--- config.mk ---
export PLATFORM = sky130hd
export DESIGN_NAME = hms_clock_ctrl
export DESIGN_NICKNAME = d
export VERILOG_FILES = /design/src/rtl/hms_clock_ctrl.sv
export SDC_FILE = /design/constraint.sdc
export NUM_CORES = 1
export LEC_CHECK = 0
export CAP_MARGIN = 15
export CORE_MARGIN = 3
export CORE_UTILIZATION = 54
export DETAILED_ROUTE_END_ITERATION = 7
export MAX_ROUTING_LAYER = met4
export PLACE_DENSITY = 0.76
export REMOVE_ABC_BUFFERS = 1
export SLEW_MARGIN = 10
export SYNTH_ARGS = -nofsm -noshare
export SYNTH_HDL_FRONTEND = slang
export SYNTH_SLANG_ARGS = --single-unit
--- constraint.sdc ---
create_clock -name clk -period 2.05 [get_ports clk]
set_input_delay 0.41 -clock clk [delete_from_list [all_inputs] [get_ports clk]]
set_output_delay 0.41 -clock clk [all_outputs]
set_load 0.02 [all_outputs]
--- src/rtl/hms_clock_ctrl.sv ---
// HH:MM:SS timekeeper with a two-button set mode and a per-digit blink mask.
// Buttons are synchronised and debounced; one event is emitted per accepted press.
module hms_clock_ctrl #(
    parameter int unsigned CLK_HZ    = 50000000,
    parameter int unsigned DEB_CYC   = 500000,
    parameter int unsigned BLINK_DIV = 25000000
) (
    input  logic       clk,
    input  logic       rst_n,
    input  logic       i_btn_mode,
    input  logic       i_btn_up,
    output logic [5:0] o_hour,
    output logic [5:0] o_min,
    output logic [5:0] o_sec,
    output logic [1:0] o_mode,
    output logic [5:0] o_blank,
    output logic       o_tick
);

    localparam int unsigned TW = (CLK_HZ > 1) ? $clog2(CLK_HZ) : 1;
    localparam int unsigned DW = (DEB_CYC > 1) ? $clog2(DEB_CYC) : 1;
    localparam int unsigned BW = (BLINK_DIV > 1) ? $clog2(BLINK_DIV) : 1;

    localparam logic [TW-1:0] TickMax  = TW'(CLK_HZ - 1);
    localparam logic [DW-1:0] DebMax   = DW'(DEB_CYC - 1);
    localparam logic [BW-1:0] BlinkMax = BW'(BLINK_DIV - 1);

    typedef enum logic [1:0] {
        StRun     = 2'd0,
        StSetHour = 2'd1,
        StSetMin  = 2'd2,
        StSetSec  = 2'd3
    } mode_e;

    // Index 0 is the mode button, index 1 is the up button.
    logic [1:0]    sync1_q, sync2_q, acc_q, ev_q;
    logic [DW-1:0] deb_cnt_q [2];

    mode_e         mode_q, mode_d;
    logic [5:0]    hour_q, hour_d, min_q, min_d, sec_q, sec_d;
    logic [TW-1:0] tick_cnt_q, tick_cnt_d;
    logic          tick_q, tick_d;
    logic [BW-1:0] blink_cnt_q, blink_cnt_d;
    logic          phase_q, phase_d;
    logic [5:0]    blank_q, blank_d;

    logic          mode_ev, up_ev, clr_blink;

    assign mode_ev = ev_q[0];
    // A simultaneous mode event swallows the up event.
    assign up_ev   = ev_q[1] & ~ev_q[0];

    // Synchronise raw buttons, debounce them and emit a pulse on each accepted press.
    always_ff @(posedge clk or negedge rst_n) begin
        if (!rst_n) begin
            sync1_q      <= '0;
            sync2_q      <= '0;
            acc_q        <= '0;
            ev_q         <= '0;
            deb_cnt_q[0] <= '0;
            deb_cnt_q[1] <= '0;
        end else begin
            sync1_q <= {i_btn_up, i_btn_mode};
            sync2_q <= sync1_q;
            for (int i = 0; i < 2; i++) begin
                ev_q[i] <= 1'b0;
                if (sync2_q[i] == acc_q[i]) begin
                    deb_cnt_q[i] <= '0;
                end else if (deb_cnt_q[i] == DebMax) begin
                    acc_q[i]     <= sync2_q[i];
                    deb_cnt_q[i] <= '0;
                    ev_q[i]      <= sync2_q[i];
                end else begin
                    deb_cnt_q[i] <= deb_cnt_q[i] + DW'(1);
                end
            end
        end
    end

    // Next-state for mode, time, tick divider and blink mask.
    always_comb begin
        mode_d      = mode_q;
        hour_d      = hour_q;
        min_d       = min_q;
        sec_d       = sec_q;
        clr_blink   = 1'b0;
        tick_cnt_d  = '0;
        blink_cnt_d = '0;
        phase_d     = 1'b0;
        blank_d     = 6'b000000;

        if (mode_ev) begin
            clr_blink = 1'b1;
            case (mode_q)
                StRun:     mode_d = StSetHour;
                StSetHour: mode_d = StSetMin;
                StSetMin:  mode_d = StSetSec;
                default:   mode_d = StRun;
            endcase
        end else if (up_ev && (mode_q != StRun)) begin
            clr_blink = 1'b1;
            case (mode_q)
                StSetHour: hour_d = (hour_q == 6'd23) ? 6'd0 : hour_q + 6'd1;
                StSetMin:  min_d  = (min_q == 6'd59) ? 6'd0 : min_q + 6'd1;
                default:   sec_d  = (sec_q == 6'd59) ? 6'd0 : sec_q + 6'd1;
            endcase
        end else if ((mode_q == StRun) && tick_q) begin
            if (sec_q == 6'd59) begin
                sec_d = 6'd0;
                if (min_q == 6'd59) begin
                    min_d  = 6'd0;
                    hour_d = (hour_q == 6'd23) ? 6'd0 : hour_q + 6'd1;
                end else begin
                    min_d = min_q + 6'd1;
                end
            end else begin
                sec_d = sec_q + 6'd1;
            end
        end

        // Divider only advances while staying in RUN; entering RUN restarts it at 0.
        if ((mode_q == StRun) && (mode_d == StRun)) begin
            tick_cnt_d = (tick_cnt_q == TickMax) ? '0 : tick_cnt_q + TW'(1);
        end
        tick_d = (mode_d == StRun) && (tick_cnt_d == TickMax);

        if (!clr_blink && (mode_d != StRun)) begin
            if (blink_cnt_q == BlinkMax) begin
                blink_cnt_d = '0;
                phase_d     = ~phase_q;
            end else begin
                blink_cnt_d = blink_cnt_q + BW'(1);
                phase_d     = phase_q;
            end
        end

        if (phase_d) begin
            case (mode_d)
                StSetHour: blank_d = 6'b110000;
                StSetMin:  blank_d = 6'b001100;
                StSetSec:  blank_d = 6'b000011;
                default:   blank_d = 6'b000000;
            endcase
        end
    end

    // State and registered outputs.
    always_ff @(posedge clk or negedge rst_n) begin
        if (!rst_n) begin
            mode_q      <= StRun;
            hour_q      <= '0;
            min_q       <= '0;
            sec_q       <= '0;
            tick_cnt_q  <= '0;
            tick_q      <= 1'b0;
            blink_cnt_q <= '0;
            phase_q     <= 1'b0;
            blank_q     <= '0;
        end else begin
            mode_q      <= mode_d;
            hour_q      <= hour_d;
            min_q       <= min_d;
            sec_q       <= sec_d;
            tick_cnt_q  <= tick_cnt_d;
            tick_q      <= tick_d;
            blink_cnt_q <= blink_cnt_d;
            phase_q     <= phase_d;
            blank_q     <= blank_d;
        end
    end

    assign o_hour  = hour_q;
    assign o_min   = min_q;
    assign o_sec   = sec_q;
    assign o_mode  = mode_q;
    assign o_blank = blank_q;
    assign o_tick  = tick_q;

endmodule

==> metrics.txt <==
layout cells sized above 1=15.63%; post-layout min period=2.047 ns; wire length per cell=14.72 um; number of global-route vias before repair=4628; gp weighted congestion=0.9232; leading cell type in the layout, fill and taps excluded=dfrtp_1; placed cell areas=0.006756 sq mm; Worst Path Required=2.47 ns; Clock Latency Late Sink=0.54 ns; Critical Path Slowest Stage Cell=o41a_1; GRT overflow=0; Hold Path Class=in -> reg; Mean Syn Cell Area=9.972 sq um; die area=0.01252 sq mm; Pwr Density=739.1 mW/mm^2; # diodes=0; Highest Signal Layer=met4; Finished Cell Area=0.007438 sq mm; antenna-violating nets left=0; root buffer cell=clkbuf_8; worst path cell trace=buf_4, nand3_2, or2_2, o41a_1, o211ai_1, nor4_1, and4_1; Max-slew headroom=68.44%; Area growth, synth to finish=22.88%; largest net degree at the start of global routing=51; DRT iter0 DRCs=300; final hold slack=0.3138 ns; crit start category=register; Crit. End Element=register; Tcrit/Tclk final=99.84%; yosys warns=0; Buf+Inv Stages, Crit Path=1; DR vias=4556; Crit Path Class=reg -> reg; outcome=finished, final reports clean; die height=111.9 um; VDD IR max=633.1 uV; boundary pin count=31; first-pass GRT wire length=21550 um; final hold violations=0; Port-buffer cells=30; CTS tree=built; Nets=692; post-DP HPWL=8486 um; crit-path leading delay family=simple AND/OR/NAND/NOR gates; achievable frequency=488.6 MHz; utilization after layout=68.32%; # DRC=0; setup violators final=0; Worst Path Arrival=2.46 ns; Vias/cell=5.483; core area=0.01089 sq mm; DRT Wirelength=12230 um; P_leak=3.376 nW; Total Routing Usage GR=21.83%; delay of the slowest critical-path stage=0.41 ns; Unique masters post-synth=61; H-tree Lvls=4; Inserted Clock Buffers=17; row cnt=38; WL met1=5344 um; max-slew violations=0; Worst Skew=0.01291 ns; count of state elements after synthesis=122; share of flip-flops with an asynchronous set or reset=100.0%; Post-synth top flop=dfrtp_1; most frequent cells in the layout=dfrtp_1, nor2_1, nand2_1, xor2_1, xnor2_1; CTS Buffer Depth=2; gate count after technology mapping=607; Die X=111.9 um; clock-pin slew on the worst setup and hold paths=0.06 ns; RSZ-0062 raised after global routing=true; max-capacitance violation count=0; wire length on met3=425 um; Initial Util=55.60%; number of enable flip-flop cells after synthesis=0; Slew @ Worst Pin=0.4733 ns; antenna violations before repair=0; met2 WL=6241 um; critical path peak fanout=6; TritonRoute pass-1 iters=4; cell area after synthesis=0.006053 sq mm; register area share after synthesis=50.43%; CTS Sinks=122
## metrics by stage
| stage | std cells | setup WS [ns] | setup TNS (ns) | total power, mW |
|---|---|---|---|---|
| 5_1_grt | 831 | -0.05876 | -0.1672 | 5.676 |
| 3_5_place_dp | 798 | -0.06966 | -0.06966 | 2.574 |
| 3_3_place_gp | 798 | 0.01791 | 0 | 2.571 |
| 4_1_cts | 831 | -0.005630 | -0.005630 | 5.563 |
| 2_1_floorplan | 589 | -0.2334 | -2.749 | 2.502 |
| 6_report | 831 | 0.003207 | 0 | 5.498 |
## path summary, 6_finish.rpt
| check | start | to | slack, ns | cells after the start |
|---|---|---|---|---|
| setup / recovery | tick_cnt_q[7] | o_tick | 0.003 | 7 |
| hold / removal | i_btn_mode | sync1_q[0] | 0.31 | 1 |
| setup reg to reg | tick_cnt_q[7] | o_tick | 0.003 | 7 |
| hold reg to reg | sync1_q[1] | sync2_q[1] | 0.35 | 0 |
| max in group asynchronous | rst_n | tick_cnt_q[10] | 1.06 | 3 |
| min in group asynchronous | rst_n | tick_cnt_q[16] | 0.38 | 2 |
## cells by family (layout without fill, tap and decap cells)
family,Yosys count,in the layout,synth area share (%)
adders and majority gates,10,10,2.067
AOI/OAI and AO/OA,32,32,3.845
DFF,122,122,50.43
and+or+nand+nor,311,311,26.33
muxes,13,13,2.377
buffers and inverters,34,118,2.646
xor gates and xnor gates,85,85,12.30
## layout make-up
| cell class | instances | area [sq um] |
|---|---|---|
| Clock buffer | 18 | 417.9 |
| Clock inverter | 14 | 171.4 |
| Fill cell | 833 | 3450 |
| Inverter | 16 | 60.06 |
| Multi-Input combinational cell | 451 | 2909 |
| Sequential cell | 122 | 3054 |
| Tap cell | 140 | 175.2 |
| Timing Repair Buffer | 70 | 650.6 |
## report_power, final
group	switching, mW	internal (mW)	total (mW)
logic	0.0682	0.0270	0.0952
registers	0.0119	2.42	2.43
clock network	1.11	1.86	2.97
## repair_timing
action | 4_1_cts | 5_1_grt
pin swaps | 0 | 3
endpoints found under the setup margin | 6 | 79
buffers inserted | 0 | 0
hold buffers | 1 | 0
resized for setup | 9 | 20
endpoints found under the hold margin | 31 | 0
## flip-flops by register name, indices dropped and copies added (netlist names), 3 cells and up
register and flops:
blink_cnt_q 25, deb_cnt_q 38, o_blank 3, o_hour 6, o_min 6, o_sec 6
tick_cnt_q 26
## synth_stat cells, types with 7 or more instances
master   number  area share, %
nor2_1      120            7.4
xor2_1       47            6.8
nand3_1      36            3.0
inv_1        16           0.99
nand4_1      22            2.3
nor4_1        7           0.72
nand2_1      48            3.0
nor3_1       16            1.3
dfrtp_1     122             50
o21ai_0       7           0.58
mux2_2       11            2.0
and4_1       11            1.6
and3_1       13            1.3
ha_1         10            2.1
buf_2        10           0.83
xnor2_1      38            5.5
## per-layer routing
metal  track usage [%]  vias to the layer above
met3             4.293                       18
met1             25.65                     2228
met4             9.165                        0
met2             36.69                       85
met5                 -                        -
li1                  -                     2225
No activity file was read; power rests on OpenSTA's default activity.
